<file path="src/rtl/axi_read_arbiter_if.sv">
// axi_read_arbiter_if: requester-side (S_*) and memory-side (M_*)
// AR/R buses of the read arbiter; requester buses flattened per slice.
interface axi_read_arbiter_if #(
  parameter int ADDR_WIDTH = 40,
  parameter int DATA_WIDTH = 128,
  parameter int ID_WIDTH   = 4,
  parameter int NUM_REQ    = 2
);
  logic [NUM_REQ-1:0]            S_ARVALID;
  logic [NUM_REQ-1:0]            S_ARREADY;
  logic [NUM_REQ*ID_WIDTH-1:0]   S_ARID;
  logic [NUM_REQ*ADDR_WIDTH-1:0] S_ARADDR;
  logic [NUM_REQ*8-1:0]          S_ARLEN;
  logic [NUM_REQ*3-1:0]          S_ARSIZE;
  logic [NUM_REQ*2-1:0]          S_ARBURST;
  logic [NUM_REQ-1:0]            S_RVALID;
  logic [NUM_REQ-1:0]            S_RREADY;
  logic [ID_WIDTH-1:0]           S_RID;
  logic [DATA_WIDTH-1:0]         S_RDATA;
  logic [1:0]                    S_RRESP;
  logic                          S_RLAST;

  logic                  M_ARVALID;
  logic                  M_ARREADY;
  logic [ID_WIDTH-1:0]   M_ARID;
  logic [ADDR_WIDTH-1:0] M_ARADDR;
  logic [7:0]            M_ARLEN;
  logic [2:0]            M_ARSIZE;
  logic [1:0]            M_ARBURST;
  logic                  M_RVALID;
  logic                  M_RREADY;
  logic [ID_WIDTH-1:0]   M_RID;
  logic [DATA_WIDTH-1:0] M_RDATA;
  logic [1:0]            M_RRESP;
  logic                  M_RLAST;

  modport slave (
    input  S_ARVALID, S_ARID, S_ARADDR, S_ARLEN,
    input  S_ARSIZE, S_ARBURST, S_RREADY,
    output S_ARREADY, S_RVALID, S_RID, S_RDATA,
    output S_RRESP, S_RLAST,
    output M_ARVALID, M_ARID, M_ARADDR, M_ARLEN,
    output M_ARSIZE, M_ARBURST, M_RREADY,
    input  M_ARREADY, M_RVALID, M_RID, M_RDATA,
    input  M_RRESP, M_RLAST
  );

  modport master (
    output S_ARVALID, S_ARID, S_ARADDR, S_ARLEN,
    output S_ARSIZE, S_ARBURST, S_RREADY,
    input  S_ARREADY, S_RVALID, S_RID, S_RDATA,
    input  S_RRESP, S_RLAST,
    input  M_ARVALID, M_ARID, M_ARADDR, M_ARLEN,
    input  M_ARSIZE, M_ARBURST, M_RREADY,
    output M_ARREADY, M_RVALID, M_RID, M_RDATA,
    output M_RRESP, M_RLAST
  );
endinterface

</file>
<file path="src/rtl/axi_read_arbiter.sv">
// axi_read_arbiter: round-robin share of one AXI4 read master port,
// one burst in flight, sticky RLAST/length mismatch flag.
module axi_read_arbiter #(
  parameter int ADDR_WIDTH = 40,
  parameter int DATA_WIDTH = 128,
  parameter int ID_WIDTH   = 4,
  parameter int NUM_REQ    = 2
) (
  input  logic                       ACLK,
  input  logic                       ARESETn,
  axi_read_arbiter_if.slave          bus,
  output logic [$clog2(NUM_REQ)-1:0] GRANT,
  output logic                       BUSY,
  output logic                       ERR_LAST
);
  localparam int GW = $clog2(NUM_REQ);

  localparam logic [1:0] IDLE = 2'd0;
  localparam logic [1:0] ADDR = 2'd1;
  localparam logic [1:0] DATA = 2'd2;

  logic [1:0]            state;
  logic [GW-1:0]         grant;
  logic [GW-1:0]         last_grant;
  logic [GW-1:0]         pick;
  logic [GW-1:0]         idx;
  logic                  found;
  logic [7:0]            beats_left;
  logic                  err_last;
  logic [NUM_REQ-1:0]    gsel;
  logic [DATA_WIDTH-1:0] rdata;
  logic                  ar_hs;
  logic                  r_hs;

  assign gsel = {{(NUM_REQ-1){1'b0}}, 1'b1} << grant;

  // search starts one past the last winner so every requester gets a turn
  always_comb begin
    pick  = grant;
    found = 1'b0;
    idx   = '0;
    for (int i = 1; i <= NUM_REQ; i++) begin
      idx = GW'((int'(last_grant) + i) % NUM_REQ);
      if (!found && bus.S_ARVALID[idx]) begin
        pick  = idx;
        found = 1'b1;
      end
    end
  end

  assign bus.M_ARVALID = (state == ADDR) & bus.S_ARVALID[grant];
  assign bus.M_ARID    = bus.S_ARID[int'(grant)*ID_WIDTH +: ID_WIDTH];
  assign bus.M_ARADDR  = bus.S_ARADDR[int'(grant)*ADDR_WIDTH +: ADDR_WIDTH];
  assign bus.M_ARLEN   = bus.S_ARLEN[int'(grant)*8 +: 8];
  assign bus.M_ARSIZE  = bus.S_ARSIZE[int'(grant)*3 +: 3];
  assign bus.M_ARBURST = bus.S_ARBURST[int'(grant)*2 +: 2];
  assign bus.S_ARREADY =
    (state == ADDR && bus.M_ARREADY) ? gsel : '0;

  assign bus.S_RVALID =
    (state == DATA && bus.M_RVALID) ? gsel : '0;
  assign bus.M_RREADY = (state == DATA) & bus.S_RREADY[grant];
  assign rdata        = bus.M_RDATA;
  assign bus.S_RDATA  = rdata;
  assign bus.S_RID    = bus.M_RID;
  assign bus.S_RRESP  = bus.M_RRESP;
  assign bus.S_RLAST  = bus.M_RLAST;

  assign ar_hs = bus.M_ARVALID & bus.M_ARREADY;
  assign r_hs  = (state == DATA) & bus.M_RVALID & bus.M_RREADY;

  always_ff @(posedge ACLK or negedge ARESETn) begin
    if (!ARESETn) begin
      state      <= IDLE;
      grant      <= '0;
      last_grant <= GW'(NUM_REQ - 1);
      beats_left <= 8'd0;
      err_last   <= 1'b0;
    end else begin
      unique case (state)
        IDLE: begin
          if (|bus.S_ARVALID) begin
            grant <= pick;
            state <= ADDR;
          end
        end
        ADDR: begin
          if (ar_hs) begin
            beats_left <= bus.M_ARLEN;
            state      <= DATA;
          end else if (!bus.S_ARVALID[grant]) begin
            state <= IDLE;
          end
        end
        DATA: begin
          if (r_hs) begin
            if (beats_left != 8'd0)
              beats_left <= beats_left - 8'd1;
            // RLAST must coincide exactly with the final counted beat
            if (bus.M_RLAST != (beats_left == 8'd0))
              err_last <= 1'b1;
            if (bus.M_RLAST) begin
              last_grant <= grant;
              state      <= IDLE;
            end
          end
        end
        default: state <= IDLE;
      endcase
    end
  end

  assign GRANT    = grant;
  assign BUSY     = (state != IDLE);
  assign ERR_LAST = err_last;
endmodule
</file>
<file path="src/flat_wrapper.sv">
// flat-port wrapper written by rule: the top's interface ports become plain ports
module axi_read_arbiter_flat 
#(
  parameter int ADDR_WIDTH = 40,
  parameter int DATA_WIDTH = 128,
  parameter int ID_WIDTH   = 4,
  parameter int NUM_REQ    = 2
)
  (ACLK, ARESETn, GRANT, BUSY, ERR_LAST, bus_S_ARVALID, bus_S_ARID, bus_S_ARADDR, bus_S_ARLEN, bus_S_ARSIZE, bus_S_ARBURST, bus_S_RREADY, bus_S_ARREADY, bus_S_RVALID, bus_S_RID, bus_S_RDATA, bus_S_RRESP, bus_S_RLAST, bus_M_ARVALID, bus_M_ARID, bus_M_ARADDR, bus_M_ARLEN, bus_M_ARSIZE, bus_M_ARBURST, bus_M_RREADY, bus_M_ARREADY, bus_M_RVALID, bus_M_RID, bus_M_RDATA, bus_M_RRESP, bus_M_RLAST);
  axi_read_arbiter_if #(.ADDR_WIDTH(ADDR_WIDTH), .DATA_WIDTH(DATA_WIDTH), .ID_WIDTH(ID_WIDTH), .NUM_REQ(NUM_REQ)) bus_i ();
  input  logic ACLK;
  input  logic ARESETn;
  output logic [$clog2(NUM_REQ)-1:0] GRANT;
  output logic BUSY;
  output logic ERR_LAST;
  input wire logic [$bits(bus_i.S_ARVALID)-1:0] bus_S_ARVALID;
  input wire logic [$bits(bus_i.S_ARID)-1:0] bus_S_ARID;
  input wire logic [$bits(bus_i.S_ARADDR)-1:0] bus_S_ARADDR;
  input wire logic [$bits(bus_i.S_ARLEN)-1:0] bus_S_ARLEN;
  input wire logic [$bits(bus_i.S_ARSIZE)-1:0] bus_S_ARSIZE;
  input wire logic [$bits(bus_i.S_ARBURST)-1:0] bus_S_ARBURST;
  input wire logic [$bits(bus_i.S_RREADY)-1:0] bus_S_RREADY;
  output wire logic [$bits(bus_i.S_ARREADY)-1:0] bus_S_ARREADY;
  output wire logic [$bits(bus_i.S_RVALID)-1:0] bus_S_RVALID;
  output wire logic [$bits(bus_i.S_RID)-1:0] bus_S_RID;
  output wire logic [$bits(bus_i.S_RDATA)-1:0] bus_S_RDATA;
  output wire logic [$bits(bus_i.S_RRESP)-1:0] bus_S_RRESP;
  output wire logic [$bits(bus_i.S_RLAST)-1:0] bus_S_RLAST;
  output wire logic [$bits(bus_i.M_ARVALID)-1:0] bus_M_ARVALID;
  output wire logic [$bits(bus_i.M_ARID)-1:0] bus_M_ARID;
  output wire logic [$bits(bus_i.M_ARADDR)-1:0] bus_M_ARADDR;
  output wire logic [$bits(bus_i.M_ARLEN)-1:0] bus_M_ARLEN;
  output wire logic [$bits(bus_i.M_ARSIZE)-1:0] bus_M_ARSIZE;
  output wire logic [$bits(bus_i.M_ARBURST)-1:0] bus_M_ARBURST;
  output wire logic [$bits(bus_i.M_RREADY)-1:0] bus_M_RREADY;
  input wire logic [$bits(bus_i.M_ARREADY)-1:0] bus_M_ARREADY;
  input wire logic [$bits(bus_i.M_RVALID)-1:0] bus_M_RVALID;
  input wire logic [$bits(bus_i.M_RID)-1:0] bus_M_RID;
  input wire logic [$bits(bus_i.M_RDATA)-1:0] bus_M_RDATA;
  input wire logic [$bits(bus_i.M_RRESP)-1:0] bus_M_RRESP;
  input wire logic [$bits(bus_i.M_RLAST)-1:0] bus_M_RLAST;
  assign bus_i.S_ARVALID = bus_S_ARVALID;
  assign bus_i.S_ARID = bus_S_ARID;
  assign bus_i.S_ARADDR = bus_S_ARADDR;
  assign bus_i.S_ARLEN = bus_S_ARLEN;
  assign bus_i.S_ARSIZE = bus_S_ARSIZE;
  assign bus_i.S_ARBURST = bus_S_ARBURST;
  assign bus_i.S_RREADY = bus_S_RREADY;
  assign bus_S_ARREADY = bus_i.S_ARREADY;
  assign bus_S_RVALID = bus_i.S_RVALID;
  assign bus_S_RID = bus_i.S_RID;
  assign bus_S_RDATA = bus_i.S_RDATA;
  assign bus_S_RRESP = bus_i.S_RRESP;
  assign bus_S_RLAST = bus_i.S_RLAST;
  assign bus_M_ARVALID = bus_i.M_ARVALID;
  assign bus_M_ARID = bus_i.M_ARID;
  assign bus_M_ARADDR = bus_i.M_ARADDR;
  assign bus_M_ARLEN = bus_i.M_ARLEN;
  assign bus_M_ARSIZE = bus_i.M_ARSIZE;
  assign bus_M_ARBURST = bus_i.M_ARBURST;
  assign bus_M_RREADY = bus_i.M_RREADY;
  assign bus_i.M_ARREADY = bus_M_ARREADY;
  assign bus_i.M_RVALID = bus_M_RVALID;
  assign bus_i.M_RID = bus_M_RID;
  assign bus_i.M_RDATA = bus_M_RDATA;
  assign bus_i.M_RRESP = bus_M_RRESP;
  assign bus_i.M_RLAST = bus_M_RLAST;
  axi_read_arbiter #(.ADDR_WIDTH(ADDR_WIDTH), .DATA_WIDTH(DATA_WIDTH), .ID_WIDTH(ID_WIDTH), .NUM_REQ(NUM_REQ)) u_core (.ACLK(ACLK), .ARESETn(ARESETn), .bus(bus_i), .GRANT(GRANT), .BUSY(BUSY), .ERR_LAST(ERR_LAST));
endmodule
</file>
<file path="config.mk">
export PLATFORM = sky130hd
export DESIGN_NAME = axi_read_arbiter_flat
export DESIGN_NICKNAME = d
export VERILOG_FILES = /design/src/rtl/axi_read_arbiter_if.sv /design/src/rtl/axi_read_arbiter.sv /design/src/flat_wrapper.sv
export SDC_FILE = /design/constraint.sdc
export NUM_CORES = 1
export LEC_CHECK = 0
export BUFFER_PORTS_ARGS = -buffer_cell sky130_fd_sc_hd__clkbuf_2
export CORE_AREA = 2 2 177 179
export DETAILED_ROUTE_END_ITERATION = 6
export DIE_AREA = 0 0 179 181
export HOLD_SLACK_MARGIN = 0.02
export PLACE_DENSITY_LB_ADDON = 0.25
export SETUP_SLACK_MARGIN = 0.15
export SYNTH_ARGS = -nofsm -noshare
export SYNTH_HDL_FRONTEND = slang
export SYNTH_SLANG_ARGS = --single-unit
export TNS_END_PERCENT = 30
</file>
<file path="constraint.sdc">
create_clock -name ACLK -period 2.9 [get_ports ACLK]
set_clock_uncertainty 0.2 [all_clocks]
set_input_delay 0.145 -clock ACLK [delete_from_list [all_inputs] [get_ports ACLK]]
set_output_delay 0.145 -clock ACLK [all_outputs]
set_load 0.01 [all_outputs]
</file>
==> results.sh, run 1 <==
export IMPL_wl_per_cell_um=16.5
export IMPL_core_um2=30300
export IMPL_required_ps=2810
export IMPL_grt_pass1_wl_mm=15.4
export IMPL_portBuffers=189
export IMPL_grt_ovfl_total=0
export IMPL_yosys_warnings=0
export IMPL_hold_viol_final=0
export IMPL_post_cts_buffers=0
export IMPL_max_slew_margin_pct=67.7
export IMPL_total_power_uw=2190
export IMPL_min_period_ps=2200
export IMPL_syn_avg_cell_area_um2=8.73
export IMPL_arrival_ps=2110
export IMPL_final_core_util_pct=10.2
export IMPL_clkSlewWorstSetupHoldPaths_ps=50
export IMPL_viasPerCell=3.00
export IMPL_synth_top_family_by_area="buffers and inverters"
export IMPL_worst_pin_slew_ps=483
export IMPL_dp_slack_ps=712
export IMPL_synth_seq_cells=13
export IMPL_clk_path_buf_depth=2
export IMPL_dp_final_hpwl_mm=11.2
export IMPL_ys_types=42
export IMPL_power_density_nw_per_um2=705
export IMPL_yosysTopAreaCell="buf_4"
export IMPL_root_buffer="clkbuf_16"
export IMPL_vias=2242
export IMPL_synth_compound_area_share_pct=9.17
export IMPL_hp_class="input port to flop"
export IMPL_first_iter_violations=48
export IMPL_yosys_area_top_type_share_pct=39.0
export IMPL_slew_viol_final=0
export IMPL_gp_congestion=0.685
export IMPL_clkLatencyLatePin_ps=250
export IMPL_synthAdderAreaFrac_pct=0.955
export IMPL_cp_start_kind="flop"
export IMPL_synthMuxAreaShare_pct=25.7
export IMPL_antenna_found_initial=0
export IMPL_finalSetupViolations=0
export IMPL_io_pins=458
export IMPL_rsz0062_at_grt="no"
export IMPL_layout_drive_gt1_share_pct=75.6
export IMPL_run_status="finished, final reports clean"
export IMPL_holdWs_ps=31.7
export IMPL_synth_xor_area_share_pct=0.334
export IMPL_area_growth_pct=18.5
export IMPL_track_usage_pct=6.83
export IMPL_grt_pass1_vias=2223
export IMPL_fp_dieH_um=181
export IMPL_vdd_drop_max_uv=166
export IMPL_die_w_um=179
export IMPL_worst_setup_path_end_kind="flop"
export IMPL_clock_sinks=13
export IMPL_tns_ps=0
export IMPL_cts_resized=0
export IMPL_syn_cell_area_um2=2620
export IMPL_rows=64
export IMPL_postSynth_asyncResetShare_pct=100
export IMPL_synth_edff_count=0
export IMPL_drc=0
export IMPL_ys_flop_type="dfrtp_1"
export IMPL_dieArea_um2=32400
export IMPL_worstSetupPathType="flop to flop"
export IMPL_htree_levels=1
export IMPL_drtPass1Iterations=4
export IMPL_initial_core_util_pct=8.63
export IMPL_synth_area_leaders="buf_4 39%, mux2_2 25%, dfrtp_1 11%"
export IMPL_ys_seq_area_share_pct=12.5
export IMPL_min_period_over_period_pct=75.9
export IMPL_p_leak_uw=0.00145
export IMPL_synth_cells=300
export IMPL_grt_max_degree=33
export IMPL_cts_tree="done"
export IMPL_yosys_area_share_simple_pct=8.79
export IMPL_drt_total_wl_mm=12.3
export IMPL_fmaxAchievable_mhz=454
export IMPL_nNetsFinal=612
export IMPL_n_antenna_cell=0
export IMPL_ant_nets=0
export IMPL_fin_ws_ps=698
export IMPL_numCtsBuffers=3
export IMPL_syn_num_nets=559
export IMPL_max_cap_violations=0
export IMPL_path_max_fanout=7
registers in the layout, summed over array words and instances (netlist names):
signal             cells
u_core.last_grant      1
u_core.state           2
u_core.ERR_LAST        1
u_core.beats_left      8
u_core.GRANT           1
power breakdown:
part	switching [uW]	total [uW]	internal [uW]
sequential	110	386	275
combinational	791	1540	745
clock	83.9	268	184
total	985	2190	1200
cells by family (layout without fill, tap and decap cells):
logic type,count (synthesis),count (layout)
buffers and inverters,153,205
and+or+nand+nor,42,42
DFF,13,13
AOI/OAI and AO/OA,29,29
xor gates and xnor gates,1,1
muxes,60,60
adders and majority gates,2,2
path summary, 6_finish.rpt:
check	cells past startpoint	startpoint	endpoint	slack, ps
min	3	bus_S_ARVALID[1]	u_core.state[0]	30
min reg2reg	1	u_core.ERR_LAST	u_core.ERR_LAST	270
max in group asynchronous	2	ARESETn	u_core.last_grant	2010
min in group asynchronous	2	ARESETn	u_core.beats_left[5]	180
max reg2reg	4	u_core.beats_left[5]	u_core.beats_left[3]	700
max	4	u_core.beats_left[5]	u_core.beats_left[3]	700
synth_stat cells (5+ instances only):
| cell type | number |
|---|---|
| dfrtp_1 | 12 |
| nand2_1 | 5 |
| mux2_2 | 59 |
| inv_1 | 6 |
| nand4_1 | 5 |
| nor2_1 | 12 |
| buf_4 | 136 |
| o22a_2 | 5 |
placed cells by master (no fill, tap or decap), drive strengths merged, types with 2 or more instances in the layout:
master / count
clkbuf: 192
mux2: 59
nor2: 12
dfrtp: 12
inv: 6
o22a: 6
nand2: 5
nand4: 5
a22oi: 4
a31oi: 4
a21oi: 4
dlygate4sd3: 4
and2: 3
nor3: 3
nor4: 2
o21ai: 2
nand2b: 2
a2bb2oi: 2
o2bb2ai: 2
ha: 2
buf: 2
per-stage QoR:
stage,cell area [um^2],instances
CTS,3110,748
floorplan,2620,300
detailed placement,2990,740
global placement,2990,740
global route,3110,748
finish,3110,748
area by class of cell:
type	count	area [um^2]
well taps	396	495
fillers	3527	27200
repair buffers	195	1000
flip-flops and latches	13	328
multi-input cells	134	1180
inverters	6	22.5
clock buffers	3	75.1
clock inverters	1	5.00
timing repair:
action	CTS	global route
hold endpoints to repair	15	0
setup endpoints to repair	0	0
hold buffers	4	0
metal layers:
layer	vias to the layer above	global-route usage, %	routed length (um)	share of wire, %
li1	991	-	-	-
met1	995	4.75	3080	25
met2	248	13.3	6450	52
met3	8	5.56	2530	21
met4	0	1.92	270	2.2
met5	-	0.309	0	0
worst max-delay path, stage by stage (launching register included):
cell      delay [ps]
dfrtp_1          420
or4_4            570
o31ai_4          340
and2_1           380
o221ai_1         150
(Power assumes the default switching activity.)
==> run 2, diff against run 1 <==
ABC_AREA = 1   (was not set)
CORE_AREA = 2 2 179 181   (was 2 2 177 179)
DIE_AREA = 0 0 181 183   (was 0 0 179 181)
clock period = 1.8 ns   (was 2.9 ns; I/O delays follow)
==> run 2 against run 1 <==
  * Flip-flop and latch count did not move
  * Sequential power rose by 56%
  * Critical path depth rose by 2
  * Area after synthesis rose by 1.6%
  * Register-to-register slack got worse by 510 ps
  * Synthesized cell count rose by 54%
  * Global-route usage rose by 0.76 points
  * Critical path type is now flop to output port
  * Largest power group unchanged
==> results.sh, run 2 <==
export IMPL_run_status="finished, final reports clean"
export IMPL_gp_congestion=0.710
export IMPL_n_antenna_cell=0
export IMPL_grt_pass1_wl_mm=19.1
export IMPL_die_w_um=181
export IMPL_ant_nets=0
export IMPL_synth_cells=463
export IMPL_clk_path_buf_depth=2
export IMPL_yosys_warnings=0
export IMPL_yosys_area_share_simple_pct=39.4
export IMPL_clock_sinks=13
export IMPL_hp_class="input port to flop"
export IMPL_vdd_drop_max_uv=520
export IMPL_htree_levels=1
export IMPL_root_buffer="clkbuf_16"
export IMPL_synth_area_leaders="buf_4 38%, nand2_1 32%, dfrtp_1 11%"
export IMPL_synthMuxAreaShare_pct=0
export IMPL_synth_xor_area_share_pct=0
export IMPL_synth_seq_cells=13
export IMPL_layout_common_cells="210 x nand2_1, 179 x clkbuf_2, 139 x dlygate4sd3_1"
export IMPL_yosysMostFrequentCell="nand2_1"
export IMPL_required_ps=1510
export IMPL_nNetsFinal=935
export IMPL_p_leak_uw=0.00265
export IMPL_largest_reg_flops=8
export IMPL_drc=0
export IMPL_numCtsBuffers=3
export IMPL_portBuffers=189
export IMPL_initial_core_util_pct=8.53
export IMPL_hold_viol_final=0
export IMPL_p_switching_uw=2940
export IMPL_dp_final_hpwl_mm=10.4
export IMPL_min_period_over_period_pct=93.9
export IMPL_path_max_fanout=8
export IMPL_syn_cell_area_um2=2660
export IMPL_crit_path_max_incr_delay_ps=470
export IMPL_antenna_found_initial=0
export IMPL_yosys_area_top_type_share_pct=38.1
export IMPL_rows=65
export IMPL_final_common_cell="nand2_1"
export IMPL_clkSlewWorstSetupHoldPaths_ps=50
export IMPL_min_period_ps=1690
export IMPL_finalSetupViolations=0
export IMPL_ys_types=29
export IMPL_synthAdderAreaFrac_pct=0.940
export IMPL_syn_num_nets=722
export IMPL_max_cap_violations=0
export IMPL_max_slew_margin_pct=74.6
export IMPL_layout_drive_gt1_share_pct=39.1
export IMPL_critPathTopFamily="buffers and inverters"
export IMPL_first_iter_violations=106
export IMPL_worst_setup_path_end_kind="output port"
export IMPL_synth_edff_count=0
export IMPL_synth_compound_area_share_pct=3.67
export IMPL_cp_start_kind="flop"
export IMPL_worstSetupPathType="flop to output port"
export IMPL_worst_pin_slew_ps=381
export IMPL_seq_power_share_pct=10.5
export IMPL_io_pins=458
export IMPL_ys_seq_area_share_pct=12.3
export IMPL_slew_viol_final=0
export IMPL_top_register="u_core.beats_left"
export IMPL_switching_share_pct=51.2
export IMPL_critPathSlowestCell="dfrtp_2"
export IMPL_rsz0062_at_grt="yes"
export IMPL_core_um2=31200
export IMPL_arrival_ps=1400
export IMPL_drtPass1Iterations=4
export IMPL_area_growth_pct=87.9
export IMPL_viasPerCell=3.24
export IMPL_grt_ovfl_total=0
export IMPL_final_cell_area_um2=5000
export IMPL_clockPowerShare_pct=7.5
export IMPL_dieArea_um2=33100
export IMPL_grt_pass1_vias=3180
export IMPL_combinationalPowerShare_pct=82.0
export IMPL_critPathMostFrequentCell="nand2_1"
export IMPL_power_density_nw_per_um2=1150
export IMPL_yosysTopAreaCell="buf_4"
export IMPL_drt_total_wl_mm=15.1
export IMPL_vias=3492
export IMPL_grt_max_degree=33
export IMPL_postSynth_asyncResetShare_pct=100
export IMPL_clkLatencyLatePin_ps=240
export IMPL_wl_per_cell_um=14.0
export IMPL_cts_tree="done"
export IMPL_tns_ps=0
export IMPL_syn_avg_cell_area_um2=5.75
export IMPL_dpl_cell_area_um2=3160
export IMPL_track_usage_pct=7.59
export IMPL_cp_num_buf_inv=4
export IMPL_synth_top_family_by_area="buffers and inverters"
export IMPL_cp_cell_sequence="clkinv_8 > buf_12 > clkbuf_16 > nand2_1 > nand2_1 > clkbuf_2"
export IMPL_ys_flop_type="dfrtp_1"
export IMPL_reg_top3="u_core.beats_left: 8 flops, u_core.state: 2 flops"
export IMPL_fmaxAchievable_mhz=592
export IMPL_synth_common_cells="228 x nand2_1, 135 x buf_4, 15 x inv_1"
export IMPL_p_int_uw=2800
export IMPL_fp_dieH_um=183
-- run 2: changes by cell type in the layout (fill, tap and decap cells not counted), moves of 8 or more --
cell / before / now
nand2_2: 0 / 19
inv_1: 6 / 14
dlygate4sd3_1: 4 / 139
buf_4: 2 / 16
nand2_1: 5 / 210
mux2_2: 59 / 0
clkbuf_2: 189 / 179
-- run 2: power by group through the flow --
stage | logic (uW) | registers [uW] | clock network, uW
3_3_place_gp | 3510 | 582 | 0
4_1_cts | 4130 | 595 | 445
2_1_floorplan | 2240 | 553 | 0
6_report | 4710 | 604 | 428
5_1_grt | 5190 | 631 | 469
3_5_place_dp | 3490 | 582 | 0
-- run 2: worst reg2reg max path, delay by kind of cell (launching register included) --
kind / cells / cell delay [ps]
adder cells (fa/ha/maj): 1 / 150
AND/OR/NAND/NOR: 3 / 240
flip-flops: 1 / 390
buffers and inverters: 2 / 260
AO/OA/AOI/OAI: 2 / 270
-- run 2: path summary, 6_finish.rpt --
kind                                         to            startpoint  cells after the start  slack [ps]
max                             bus_M_ARSIZE[2]          u_core.GRANT                      6         110
min                             u_core.state[1]         bus_M_ARREADY                      3          10
max reg2reg                u_core.beats_left[7]  u_core.beats_left[1]                      8         190
min reg2reg                   u_core.last_grant     u_core.last_grant                      2         280
max in group asynchronous     u_core.last_grant               ARESETn                      2         980
min in group asynchronous  u_core.beats_left[0]               ARESETn                      2         100
-- run 2: logic make-up after synthesis --
logic type,count (synthesis)
adders and majority gates,2
buffers and inverters,169
DFF,13
AOI/OAI and AO/OA,16
and+or+nand+nor,263
-- run 2: repair_timing --
item | in CTS | in global routing
pin swaps | 1 | 5
endpoints found under the setup margin | 57 | 71
endpoints found under the hold margin | 151 | 0
buffers inserted | 2 | 8
gates resized for setup | 15 | 54
hold buffers | 139 | 0
gates cloned | 1 | 2
-- run 2: cell type report --
cell class                      count  area [um^2]
Tap cell                          402          503
Fill cell                        3622        26200
Timing Repair Buffer              357         2750
Clock buffer                        4         78.8
Multi-Input combinational cell    281         1260
Sequential cell                    13          328
Inverter                           20         87.6
-- run 2: through the flow --
stage               utilization (%)  power [uW]  instances  worst slack [ps]  hold WS, ps
finish                         16.0        5750       1077               110         12.7
global route                   16.0        6290       1077              48.1         25.3
CTS                            15.1        5170       1067              84.0         24.0
detailed placement             10.1        4070        921              62.8         -166
global placement               10.1        4100        921              78.1         -173
floorplan                         -        2800        463               297         -406
-- run 2: layer usage --
| metal | track usage, % | wire, um | vias to the layer above |
|---|---|---|---|
| met5 | 0 | 0 | - |
| met4 | 1.76 | 210 | 0 |
| met3 | 1.07 | 1110 | 13 |
| met2 | 13.3 | 7530 | 255 |
| met1 | 9.85 | 6230 | 1534 |
| li1 | - | - | 1690 |
==> run 3, diff against run 2 <==
MAX_ROUTING_LAYER = met4   (was not set)
RECOVER_POWER = 100   (was not set)
==> run 3 against run 2 <==
  * Sequential share of layout area up 0.10 points
  * Register-to-register slack about the same
  * Clock-buffer cell count unchanged
  * Wire length about the same
  * Final area down 1.6%
  * Critical path depth down 1
  * Final cell count unchanged
  * Global-route usage up 0.23 points
  * Worst setup slack worse by 14 ps
  * Sequential power about the same
  * Critical path type unchanged
  * Largest power group unchanged
==> results.sh, run 3 (synthesized netlist as in run 2, its figures left out) <==
export IMPL_finalSetupViolations=0
export IMPL_clk_path_buf_depth=2
export IMPL_portBuffers=189
export IMPL_min_period_over_period_pct=94.7
export IMPL_max_cap_violations=0
export IMPL_multi_input_area_um2=1250
export IMPL_dieArea_um2=33100
export IMPL_fmaxAchievable_mhz=587
export IMPL_p_int_uw=2660
export IMPL_grt_pass1_wl_mm=19.0
export IMPL_vdd_drop_max_uv=503
export IMPL_worstSetupPathType="flop to output port"
export IMPL_initial_core_util_pct=8.53
export IMPL_grt_pass1_vias=3178
export IMPL_clock_sinks=13
export IMPL_layout_drive_gt1_share_pct=31.9
export IMPL_clkLatencyLatePin_ps=250
export IMPL_arrival_ps=1410
export IMPL_regArea_um2=328
export IMPL_area_growth_pct=85.0
export IMPL_combinationalPowerShare_pct=81.5
export IMPL_viasPerCell=3.24
export IMPL_drtPass1Iterations=4
export IMPL_htree_levels=1
export IMPL_total_power_uw=5580
export IMPL_wl_per_cell_um=14.0
export IMPL_min_period_ps=1700
export IMPL_required_ps=1510
export IMPL_first_iter_violations=127
export IMPL_run_status="finished, final reports clean"
export IMPL_track_usage_pct=7.82
export IMPL_grt_max_degree=33
export IMPL_die_w_um=181
export IMPL_path_max_fanout=18
export IMPL_slew_viol_final=0
export IMPL_cts_tree="done"
export IMPL_clockPowerShare_pct=7.7
export IMPL_numCtsBuffers=3
export IMPL_cp_start_kind="flop"
export IMPL_io_pins=458
export IMPL_drc=0
export IMPL_rows=65
export IMPL_root_buffer="clkbuf_16"
export IMPL_switching_share_pct=52.3
export IMPL_dp_final_hpwl_mm=10.4
export IMPL_fp_dieH_um=183
export IMPL_rsz0062_at_grt="yes"
export IMPL_power_density_nw_per_um2=1130
export IMPL_tns_ps=0
export IMPL_top_register="u_core.beats_left"
export IMPL_n_fill_cell=3641
export IMPL_p_leak_uw=0.00251
export IMPL_clkSlewWorstSetupHoldPaths_ps=40
export IMPL_layout_common_cells="212 x nand2_1, 139 x dlygate4sd3_1, 139 x clkbuf_2"
export IMPL_final_common_cell="nand2_1"
export IMPL_hold_viol_final=0
export IMPL_reg_top3="u_core.beats_left: 8 flops, u_core.state: 2 flops"
export IMPL_gp_congestion=0.718
export IMPL_core_um2=31200
export IMPL_worst_setup_path_end_kind="output port"
export IMPL_drt_total_wl_mm=15.1
export IMPL_worst_pin_slew_ps=821
export IMPL_n_antenna_cell=0
export IMPL_antenna_found_initial=0
export IMPL_largest_reg_flops=8
export IMPL_vias=3492
export IMPL_ant_nets=0
export IMPL_hp_class="input port to flop"
export IMPL_nNetsFinal=935
export IMPL_p_switching_uw=2920
export IMPL_grt_ovfl_total=0
export IMPL_max_slew_margin_pct=45.2
export IMPL_seq_power_share_pct=10.8
run 3: layout make-up:
class | instances | area share (%)
timing repair buffer | 357 | 54.4
multi-input combinational | 281 | 25.3
tap | 402 | 10.2
sequential | 13 | 6.65
inverter | 20 | 1.78
clock buffer | 4 | 1.60
run 3: per-stage QoR:
stage | utilization (%) | cells | cell area (um^2) | setup slack [ps] | hold slack, ps
global placement | 10.1 | 921 | 3160 | 78.1 | -173
detailed placement | 10.1 | 921 | 3160 | 62.8 | -166
global route | 15.8 | 1077 | 4930 | 24.5 | 14.1
finish | 15.8 | 1077 | 4930 | 96.3 | 1.79
CTS | 15.1 | 1067 | 4720 | 84.0 | 24.0
floorplan | - | 463 | 2660 | 297 | -406
run 3: path summary, 6_finish.rpt:
check	slack, ps	endpoint	start	cells past startpoint
worst max register to register	190	u_core.beats_left[7]	u_core.beats_left[1]	8
worst max-delay path	100	bus_M_ARADDR[14]	u_core.GRANT	5
min in group asynchronous	260	u_core.beats_left[0]	ARESETn	2
worst min register to register	280	u_core.ERR_LAST	u_core.ERR_LAST	1
max in group asynchronous	580	u_core.GRANT	ARESETn	2
worst min-delay path	2	u_core.state[1]	bus_M_ARREADY	3
run 3: per-layer routing:
metal  GRT usage, %  vias to the layer above  wire, um
li1               -                     1690         -
met1           9.88                     1540      6240
met2           13.3                      252      7540
met3           1.03                       10      1100
met4           1.76                        0       197
met5              -                        -         0
run 3: timing repair:
item	4_1_cts	5_1_grt
endpoints found under the setup margin	57	71
buffers inserted	2	8
hold endpoints to repair	151	0
gates resized for setup	15	54
hold buffers	139	0
pin swaps	1	5
gates cloned	1	2
run 3: power groups by stage:
stage / Combinational [uW] / Clock, uW / Sequential [uW]
2_1_floorplan: 2240 / 0 / 553
4_1_cts: 4130 / 445 / 595
3_5_place_dp: 3490 / 0 / 582
5_1_grt: 5030 / 469 / 631
6_report: 4550 / 429 / 604
3_3_place_gp: 3510 / 0 / 582
run 3: critical path: stages, from the launching register on:
cell,delay (ps)
dfrtp_2,470
clkinv_8,110
buf_6,200
nand2_1,120
nand2_1,80
clkbuf_1,160
